$ cat src/rtl/seven_seg_pkg.sv
// Shared definitions for the multiplexed hex display path: segment codes,
// digit-select codes and the receive-side decoder states.
package seven_seg_pkg;

   localparam logic [1:0] ANODE_LO = 2'b10;
   localparam logic [1:0] ANODE_HI = 2'b01;

   // Positive-logic patterns, bit 6..0 per the team segment map.
   localparam logic [6:0] SEG_0 = 7'h77;
   localparam logic [6:0] SEG_1 = 7'h60;
   localparam logic [6:0] SEG_2 = 7'h3B;
   localparam logic [6:0] SEG_3 = 7'h79;
   localparam logic [6:0] SEG_4 = 7'h6C;
   localparam logic [6:0] SEG_5 = 7'h5D;
   localparam logic [6:0] SEG_6 = 7'h5F;
   localparam logic [6:0] SEG_7 = 7'h70;
   localparam logic [6:0] SEG_8 = 7'h7F;
   localparam logic [6:0] SEG_9 = 7'h7C;
   localparam logic [6:0] SEG_A = 7'h7E;
   localparam logic [6:0] SEG_B = 7'h4F;
   localparam logic [6:0] SEG_C = 7'h17;
   localparam logic [6:0] SEG_D = 7'h6B;
   localparam logic [6:0] SEG_E = 7'h1F;
   localparam logic [6:0] SEG_F = 7'h1E;

   typedef enum logic [1:0] {
      HUNT    = 2'd0,
      WAIT_HI = 2'd1,
      WAIT_LO = 2'd2
   } dec_state_t;

   function automatic logic [6:0] hex_to_seg(input logic [3:0] n);
      case (n)
         4'h0: return SEG_0;
         4'h1: return SEG_1;
         4'h2: return SEG_2;
         4'h3: return SEG_3;
         4'h4: return SEG_4;
         4'h5: return SEG_5;
         4'h6: return SEG_6;
         4'h7: return SEG_7;
         4'h8: return SEG_8;
         4'h9: return SEG_9;
         4'hA: return SEG_A;
         4'hB: return SEG_B;
         4'hC: return SEG_C;
         4'hD: return SEG_D;
         4'hE: return SEG_E;
         default: return SEG_F;
      endcase
   endfunction

endpackage

$ cat src/rtl/seven_seg_decoder_seg_to_hex.sv
// Reverse lookup of a positive-logic 7-segment pattern; hit is low for any
// pattern that is not one of the 16 hex glyphs.
module seg_to_hex
   import seven_seg_pkg::*;
(
   input  logic [6:0] pattern,
   output logic       hit,
   output logic [3:0] nibble
);

   always_comb begin
      hit    = 1'b0;
      nibble = 4'h0;
      for (int i = 0; i < 16; i++) begin
         if (pattern == hex_to_seg(4'(i))) begin
            hit    = 1'b1;
            nibble = 4'(i);
         end
      end
   end

endmodule

$ cat src/rtl/seven_seg_decoder.sv
// Recovers the byte shown on a two-digit multiplexed hex display and publishes
// it once the same complete frame has been seen MATCH_FRAMES times in a row.
module seven_seg_decoder
   import seven_seg_pkg::*;
#(
   parameter int MATCH_FRAMES = 4,
   parameter int TIMEOUT      = 1024,
   parameter bit ACTIVE_LOW   = 1'b1
) (
   input  logic       CLK,
   input  logic       RST,
   input  logic [7:0] SEG_IN,
   input  logic [1:0] ANODE_IN,
   output logic [7:0] BYTE_OUT,
   output logic       BYTE_VALID,
   output logic       LOCKED,
   output logic       DIGIT_ERR
);

   localparam logic [3:0]  MATCH_MAX = 4'(MATCH_FRAMES);
   localparam logic [15:0] TO_LAST   = 16'(TIMEOUT - 1);

   logic [6:0]  seg_q;
   logic [1:0]  anode_q;
   logic        sample_vld;

   logic        hit;
   logic [3:0]  nibble;

   dec_state_t  state, state_nxt;
   logic [3:0]  lo_q, lo_nxt;
   logic [7:0]  prev_q, prev_nxt;
   logic [3:0]  match_cnt, match_nxt;
   logic [15:0] timeout_cnt, timeout_nxt;
   logic [7:0]  byte_nxt;
   logic        valid_nxt, locked_nxt, err_nxt;

   logic        lo_ok, hi_ok, err, frame_done, timeout_hit;
   logic [7:0]  cand;
   logic [3:0]  cnt_inc;

   // Stage 1: polarity-normalise and drop the decimal point.
   always_ff @(posedge CLK) begin
      if (RST) begin
         seg_q      <= '0;
         anode_q    <= '0;
         sample_vld <= 1'b0;
      end else begin
         seg_q      <= 7'((ACTIVE_LOW ? ~SEG_IN : SEG_IN) & 8'h7F);
         anode_q    <= ANODE_IN;
         sample_vld <= 1'b1;
      end
   end

   seg_to_hex u_seg_to_hex (
      .pattern (seg_q),
      .hit     (hit),
      .nibble  (nibble)
   );

   assign lo_ok       = sample_vld && hit && (anode_q == ANODE_LO);
   assign hi_ok       = sample_vld && hit && (anode_q == ANODE_HI);
   assign err         = sample_vld && !(lo_ok || hi_ok);
   assign frame_done  = hi_ok && (state == WAIT_HI);
   assign timeout_hit = !frame_done && (timeout_cnt == TO_LAST);
   assign cand        = {nibble, lo_q};
   // match_cnt == 0 means there is no previous frame to compare against.
   assign cnt_inc     = (match_cnt != 4'd0 && cand == prev_q)
                        ? ((match_cnt == MATCH_MAX) ? match_cnt : match_cnt + 4'd1)
                        : 4'd1;

   always_comb begin
      state_nxt   = state;
      lo_nxt      = lo_q;
      prev_nxt    = prev_q;
      match_nxt   = match_cnt;
      timeout_nxt = timeout_cnt + 16'd1;
      byte_nxt    = BYTE_OUT;
      valid_nxt   = 1'b0;
      locked_nxt  = LOCKED;
      err_nxt     = 1'b0;

      case (state)
         HUNT: begin
            if (lo_ok) begin
               lo_nxt    = nibble;
               state_nxt = WAIT_HI;
            end
         end
         WAIT_HI: begin
            if (lo_ok) begin
               lo_nxt = nibble;
            end else if (hi_ok) begin
               state_nxt = WAIT_LO;
            end
         end
         WAIT_LO: begin
            if (lo_ok) begin
               lo_nxt    = nibble;
               state_nxt = WAIT_HI;
            end
         end
         default: state_nxt = HUNT;
      endcase

      if (frame_done) begin
         prev_nxt    = cand;
         match_nxt   = cnt_inc;
         timeout_nxt = '0;
         if (cnt_inc == MATCH_MAX && (!LOCKED || cand != BYTE_OUT)) begin
            byte_nxt   = cand;
            valid_nxt  = 1'b1;
            locked_nxt = 1'b1;
         end
      end

      if (timeout_hit) begin
         locked_nxt  = 1'b0;
         state_nxt   = HUNT;
         match_nxt   = '0;
         timeout_nxt = '0;
      end

      // Errors restart frame tracking but leave the published byte and lock alone.
      if (err) begin
         err_nxt   = 1'b1;
         state_nxt = HUNT;
         match_nxt = '0;
      end
   end

   always_ff @(posedge CLK) begin
      if (RST) begin
         state       <= HUNT;
         lo_q        <= '0;
         prev_q      <= '0;
         match_cnt   <= '0;
         timeout_cnt <= '0;
         BYTE_OUT    <= '0;
         BYTE_VALID  <= 1'b0;
         LOCKED      <= 1'b0;
         DIGIT_ERR   <= 1'b0;
      end else begin
         state       <= state_nxt;
         lo_q        <= lo_nxt;
         prev_q      <= prev_nxt;
         match_cnt   <= match_nxt;
         timeout_cnt <= timeout_nxt;
         BYTE_OUT    <= byte_nxt;
         BYTE_VALID  <= valid_nxt;
         LOCKED      <= locked_nxt;
         DIGIT_ERR   <= err_nxt;
      end
   end

endmodule

$ cat config.mk
export PLATFORM = sky130hd
export DESIGN_NAME = seven_seg_decoder
export DESIGN_NICKNAME = d
export VERILOG_FILES = /design/src/rtl/seven_seg_pkg.sv /design/src/rtl/seven_seg_decoder_seg_to_hex.sv /design/src/rtl/seven_seg_decoder.sv
export SDC_FILE = /design/constraint.sdc
export NUM_CORES = 1
export LEC_CHECK = 0
export CAP_MARGIN = 0
export CORE_ASPECT_RATIO = 0.5
export CORE_UTILIZATION = 45
export DETAILED_ROUTE_END_ITERATION = 12
export GPL_ROUTABILITY_DRIVEN = 0
export PLACE_DENSITY = 0.67
export SLEW_MARGIN = 10
export SYNTH_ARGS = -nofsm -noshare
export SYNTH_HDL_FRONTEND = slang
export SYNTH_SLANG_ARGS = --single-unit
$ cat constraint.sdc
create_clock -name CLK -period 2.9 [get_ports CLK]
set_input_delay 0.58 -clock CLK [delete_from_list [all_inputs] [get_ports CLK]]
set_output_delay 0.58 -clock CLK [all_outputs]
set_load 0.01 [all_outputs]
==> impl_results.md, run 1 <==
* Status: finished, final reports clean
* Crit path DAT at 2.95 ns
* Ys Warns at 0
* Synthesized area per cell at 8.42 sq um
* Layout cell share with drive strength beyond 1 at 0.0958
* CP max stage delay at 0.47 ns
* Total congestion overflow at 0
* CTS max path bufs at 2
* Initial antenna violation count at 0
* Hold slack at 0.472 ns
* DRT iter0 DRCs at 83
* Final setup vio count at 0
* Die Ht at 58.1 um
* GRT Overall Usage at 0.195
* Most common flop cell mapped by yosys: dfxtp_1
* WL final at 6.05 mm
* Pleak at 1.17 nW
* Instance area at placement at 3120 sq um
* Seq/Total Area, Yosys at 0.389
* Worst r2r src: seg_q[4]
* VDD IR max at 0.253 mV
* Total core area at 5750 sq um
* Worst Clk Skew at 0.00728 ns
* Post-Layout Cell Count at 439
* Worst-Skew Late Latency at 0.28 ns
* Bufs and invs on worst path at 1
* Post-synth EDFFs at 0
* Global routing usage on met1 at 0.266
* Rows at 19
* Worst Path Required at 3.12 ns
* H-tree Lvls at 2
* CP max FO at 15
* Setup tns final at 0 ns
* Max Freq at 366 MHz
* Worst Tran Pin Value at 0.685 ns
* Final min period at 2.73 ns
* Busiest grt layer: met2
* Post-Place Cells at 433
* CP Depth at 9
* Die area at 6630 sq um
* Hold Crit Depth at 2
* Clock sinks at 55
* CP Launch Type: register
* Final HPWL DP at 4.28 mm
* Drc violations at 0
* Global-route wire length before repair at 10.1 mm
* Syn Nets at 351
* Power per cell area at 432 nW/um^2
* Antenna cells at 0
* Via count at 2435
* Crit path max-delay family: compound AO/OA/AOI/OAI gates
* Drt first pass iters at 4
* Design Area, Final at 3270 sq um
* Crit Path Class: register to register
* Hold_sp: prev_q[7]
* Filler Cells Inserted at 545
* Pre-CTS setup slack at 0.142 ns
* Via/cell ratio at 5.55
* Clk root buf: clkbuf_16
* Max-Cap Viols at 0
* Port Buffer Count at 21
* Cells along the critical path: or3b_1, a211oi_1, nor4_4, xnor2_1, a211oi_4, and3_1, buf_4, nand3_1, a21oi_1
* R2R cell count at 9
* Routed WL per cell at 13.8 um
* Critical path's slowest cell: a211oi_1
* CTS tree: yes
* Worst Setup SP: seg_q[4]
* Final Hold Fails at 0
* Nature of the critical path endpoint: register
* Clk slew on worst S/H paths at 0.06 ns
* Met3 Track Usage GR at 0.0523
* IO Count at 23
* Largest net degree at the start of global routing at 33
* Synth-to-Final Area Change at 15.7%
* Num CTS Buffers at 5
* Asr flop ratio synth at 0
* Vias in the first global route at 2169
* Starting Density at 0.492
* Cells after Synth at 336
* PnR worst setup slack at 0.171 ns
* Relative slew slack at 0.539
* Hold crit path type: register to register
* Final Cycle Share at 0.941
* DRT antenna net count at 0
* Synth Register Bits at 55
* Yosys cell types at 51
* Die W at 114 um
* Nets at 371
* Slew Limit Fails at 0
* Final Total Pwr at 1.41 mW
* Final Util at 0.569
* GR Util met2 at 0.312
* Cell area after synthesis at 2830 sq um
==> path summary, 6_finish.rpt <==
| check | to | slack, ns |
|---|---|---|
| setup / recovery | BYTE_OUT[1] | 0.17 |
| hold reg to reg | prev_q[7] | 0.47 |
| setup reg to reg | BYTE_OUT[1] | 0.17 |
| hold / removal | prev_q[7] | 0.47 |
==> routing by layer <==
| layer | up-vias | routed length, um | share of wire |
|---|---|---|---|
| met3 | 6 | 277 | 0.046 |
| li1 | 1220 | - | - |
| met1 | 1154 | 2980 | 0.49 |
| met2 | 55 | 2760 | 0.46 |
| met4 | 0 | 36 | 0.0060 |
| met5 | - | 0 | 0 |
==> sequential cells by signal, summed over array words and instances (netlist names) <==
name	count
timeout_cnt	16
BYTE_OUT	8
prev_q	8
seg_q	7
lo_q	4
match_cnt	4
anode_q	2
state	2
BYTE_VALID	1
DIGIT_ERR	1
LOCKED	1
sample_vld	1
==> synthesized netlist by cell type, types with 2 or more instances <==
library cell | instances | area share
nor2b_1 | 6 | 0.013
a21oi_1 | 30 | 0.053
clkbuf_1 | 8 | 0.011
or3b_1 | 4 | 0.012
or3_1 | 6 | 0.013
nor2_2 | 3 | 0.0066
nand3_1 | 22 | 0.039
nor2_1 | 34 | 0.045
and2_1 | 3 | 0.0066
nor4_1 | 5 | 0.011
xnor2_1 | 13 | 0.040
xor2_1 | 17 | 0.053
a31oi_1 | 2 | 0.0044
dfxtp_1 | 55 | 0.39
ha_1 | 3 | 0.013
o21ai_0 | 8 | 0.014
buf_2 | 4 | 0.0071
a211oi_1 | 7 | 0.019
nand4_1 | 5 | 0.011
nand3b_1 | 3 | 0.0080
buf_4 | 3 | 0.0080
and4_1 | 2 | 0.0062
nor3_1 | 7 | 0.012
nand2b_1 | 4 | 0.0088
and3_1 | 7 | 0.015
or4_1 | 4 | 0.011
inv_1 | 7 | 0.0093
buf_6 | 3 | 0.012
mux2i_1 | 5 | 0.018
a311oi_1 | 2 | 0.0062
nand4b_1 | 2 | 0.0062
nand2_1 | 33 | 0.044
==> kinds of logic (layout without fill, tap and decap cells) <==
group           after synthesis  count (layout)  synth area share
simple gates                160             160             0.309
xor+xnor                     30              30            0.0929
buf+inv                      26              45            0.0487
fa+ha+maj                     3               3            0.0133
mux                           5               5            0.0177
compound gates               57              57             0.129
flops                        55              55             0.389
==> area by class of cell <==
type | instances | area (sq um) | share of cell area
clock buffer | 6 | 129 | 0.0394
inverter | 7 | 26.3 | 0.00803
tap | 84 | 105 | 0.0321
multi-input combinational | 255 | 1620 | 0.494
sequential | 55 | 1100 | 0.338
timing repair buffer | 32 | 293 | 0.0894
==> repair_timing <==
item,4_1_cts,5_1_grt
setup endpoints to repair,0,20
gates resized for setup,0,7
hold buffers,0,0
setup buffers,0,0
==> where the power goes <==
group	total (mW)	internal, mW	leakage (nW)	switching [mW]
registers	0.789	0.768	0.447	0.0218
clock network	0.556	0.311	0.0628	0.244
logic	0.0693	0.0362	0.659	0.0332
==> worst register-to-register path, cell delays in order, from the launching register on <==
cell,delay (ns)
dfxtp_2,0.46
or3b_1,0.38
a211oi_1,0.47
nor4_4,0.15
xnor2_1,0.21
a211oi_4,0.35
and3_1,0.26
buf_4,0.16
nand3_1,0.08
a21oi_1,0.16
==> layout by cell type, fill, tap and decap left out, drive strengths merged, types with 2 or more instances in the layout <==
cell / instances
a211oi: 8
a21oi: 30
a311oi: 2
a31oi: 2
and2: 3
and3: 8
and4: 2
buf: 11
clkbuf: 6
clkdlybuf4s50: 21
dfxtp: 55
ha: 3
inv: 7
mux2i: 5
nand2: 33
nand2b: 4
nand3: 23
nand3b: 3
nand4: 5
nand4b: 2
nor2: 37
nor2b: 6
nor3: 7
nor3b: 2
nor4: 6
o21ai: 8
or3: 6
or3b: 5
or4: 4
xnor2: 13
xor2: 17
(Power assumes the default switching activity.)
==> run 2: changes to the inputs <==
- CORE_UTILIZATION: 45 -> 58
- PLACE_DENSITY: 0.67 -> 0.83
- REMOVE_ABC_BUFFERS: unset -> 1
==> impl_results.md, run 2 (synthesis gave the netlist of run 1 again) <==
* Port Buffer Count at 21 (unchanged)
* Worst-Skew Late Latency at 0.31 ns (+0.03 ns)
* Via count at 2470 (+1.4%)
* WL final at 6.13 mm (+1.3%)
* Largest regs: timeout_cnt x16, BYTE_OUT x8, prev_q x8
* Final Hold Fails at 0 (unchanged)
* Slew Limit Fails at 0 (unchanged)
* Initial antenna violation count at 0 (unchanged)
* Gate power share at 0.055 (+0.006)
* Largest net degree at the start of global routing at 18 (-45%)
* Global-route wire length before repair at 9.87 mm (-2.3%)
* Drt first pass iters at 4 (unchanged)
* Hold Path Sink: prev_q[2]
* Critical R2R Capture: BYTE_OUT[4]
* Worst r2r src: seg_q[1]
* R2R cell count at 9 (unchanged)
* Crit path max-delay family: simple AND/OR/NAND/NOR gates
* PnR worst setup slack at 0.173 ns (+0.00269 ns)
* VDD IR max at 0.290 mV (+14%)
* Rows at 17 (-2)
* Biggest register: timeout_cnt
* Worst Tran Pin Value at 0.635 ns (-0.0503 ns)
* CP Launch Type: register
* Synth-to-Final Area Change at 13.8%
* Antenna cells at 0 (unchanged)
* H-tree Lvls at 2 (unchanged)
* CP Depth at 9 (unchanged)
* Hold_buf cts at 0 (unchanged)
* Hold crit path type: register to register
* Via/cell ratio at 5.83 (+5.0%)
* Final setup vio count at 0 (unchanged)
* Cells along the critical path: nand2_1, or3b_2, and3_1, a21oi_1, nor3b_1, buf_4, a41oi_2, a21oi_1, a311oi_1
* Power per cell area at 396 nW/um^2 (-8.2%)
* Reg power frac at 0.619 (+0.061)
* Final Util at 0.710 (+0.141)
* DRT iter0 DRCs at 103 (+24%)
* CP max FO at 11 (-4)
* Crit Path Class: register to register
* Nets at 372 (+0.27%)
* Worst Clk Skew at 0.00775 ns (+0.000468 ns)
* Pleak at 1.16 nW (-1.2%)
* Clk slew on worst S/H paths at 0.10 ns (+0.04 ns)
* Num CTS Buffers at 5 (unchanged)
* Clock sinks at 55 (unchanged)
* Design Area, Final at 3220 sq um (-1.7%)
* Top cell by count, worst path: a21oi_1
* Die area at 5180 sq um (-22%)
* Routed WL per cell at 14.5 um (+4.9%)
* Final min period at 2.73 ns (-0.00269 ns)
* Total congestion overflow at 0 (unchanged)
* Drc violations at 0 (unchanged)
* Critical path's slowest cell: dfxtp_1
* DRT antenna net count at 0 (unchanged)
* Crit path DAT at 2.94 ns (about the same)
* IO Count at 23 (unchanged)
* Max-Cap Viols at 0 (unchanged)
* Total core area at 4530 sq um (-21%)
* Nature of the critical path endpoint: register
* Hold Crit Depth at 2 (unchanged)
* Setup tns final at 0 ns (unchanged)
* Final Cycle Share at 0.940 (about the same)
* Starting Density at 0.624 (+0.133)
* Psw at 303 uW (+1.2%)
* Hold_sp: prev_q[2]
* CP max stage delay at 0.53 ns (+0.06 ns)
* Die Ht at 51.4 um (-12%)
* CTS tree: yes
* Sw Share at 0.237 (+0.0257)
* Setup Buffers After CTS at 0 (unchanged)
* Most common cell after layout, fill and taps aside: dfxtp_1
* RSZ-0062 raised after global routing: no
* Relative slew slack at 0.573 (+0.0338)
* Pint at 973 uW (-13%)
* Bufs and invs on worst path at 1 (unchanged)
* Worst reg2reg setup slack at 0.17 ns (about the same)
* Worst Path Required at 3.12 ns (about the same)
* Max Freq at 367 MHz (about the same)
* Final HPWL DP at 4.44 mm (+3.6%)
* Die W at 101 um (-12%)
* Clock share of power at 0.325 (-0.068)
* Pre-CTS setup slack at 0.0230 ns (-0.119 ns)
* Clk root buf: clkbuf_8
* Most frequent cells in the layout: 52 x dfxtp_1, 34 x nor2_1, 33 x nand2_1
* Status: finished, final reports clean
* CTS max path bufs at 2 (unchanged)
* Layout cell share with drive strength beyond 1 at 0.101 (+0.00478)
* GRT Overall Usage at 0.248 (+0.0523)
* Vias in the first global route at 2228 (+2.7%)
* Instance area at placement at 3100 sq um (-0.48%)
* Max reg flops at 16 (unchanged)
[run 2: cell count changes in the layout (fill, tap and decap cells not counted), sizes merged]
cell      before  now
clkinv         0    1
buf           11   12
clkinvlp       0    1
[run 2: power by group through the flow]
stage                     registers (mW)  clock network (mW)  logic [mW]
after floorplan                    0.801                   0      0.0350
after global placement             0.805                   0      0.0660
after detailed placement           0.806                   0      0.0691
after CTS                          0.789               0.423      0.0694
after global routing               0.793               0.457      0.0784
final                              0.790               0.415      0.0706
[run 2: worst register-to-register path, stage by stage, from the launching register on]
cell and delay [ns]:
dfxtp_1 0.53, nand2_1 0.20, or3b_2 0.53, and3_1 0.21, a21oi_1 0.15, nor3b_1 0.07
buf_4 0.14, a41oi_2 0.43, a21oi_1 0.12, a311oi_1 0.27
[run 2: how the worst max path moves through the flow]
stage | start | end | slack (ns)
5_1_grt | seg_q[4] | BYTE_OUT[3] | 0.005
3_5_place_dp | seg_q[5] | BYTE_OUT[4] | 0.02
2_1_floorplan | seg_q[5] | timeout_cnt[13] | 0.26
6_report | seg_q[1] | BYTE_OUT[4] | 0.17
3_3_place_gp | seg_q[0] | BYTE_VALID | 0.14
4_1_cts | seg_q[5] | BYTE_OUT[4] | 0.002
[run 2: per-stage QoR]
| step | hold slack [ns] | total power, mW | std cells |
|---|---|---|---|
| 3_3_place_gp | 0.447 | 0.871 | 416 |
| 4_1_cts | 0.473 | 1.28 | 424 |
| 5_1_grt | 0.484 | 1.33 | 424 |
| 6_report | 0.474 | 1.28 | 424 |
| 2_1_floorplan | 0.431 | 0.836 | 317 |
| 3_5_place_dp | 0.460 | 0.876 | 416 |
[run 2: layout make-up]
class	count	area, sq um
multi-input combinational	255	1620
clock inverter	2	12.5
clock buffer	6	72.6
tap	66	82.6
inverter	7	26.3
sequential	55	1100
timing repair buffer	33	300
fill	374	1310
[run 2: repair_timing]
action | CTS | global route
hold endpoints to repair | 0 | 0
gates resized for setup | 0 | 7
endpoints found under the setup margin | 0 | 32
[run 2: per-layer routing]
layer | vias to the layer above | wire (um) | track usage
li1 | 1226 | - | -
met4 | 0 | 49 | 0.0700
met5 | - | 0 | 0
met3 | 6 | 305 | 0.0506
met2 | 59 | 2950 | 0.429
met1 | 1179 | 2820 | 0.316
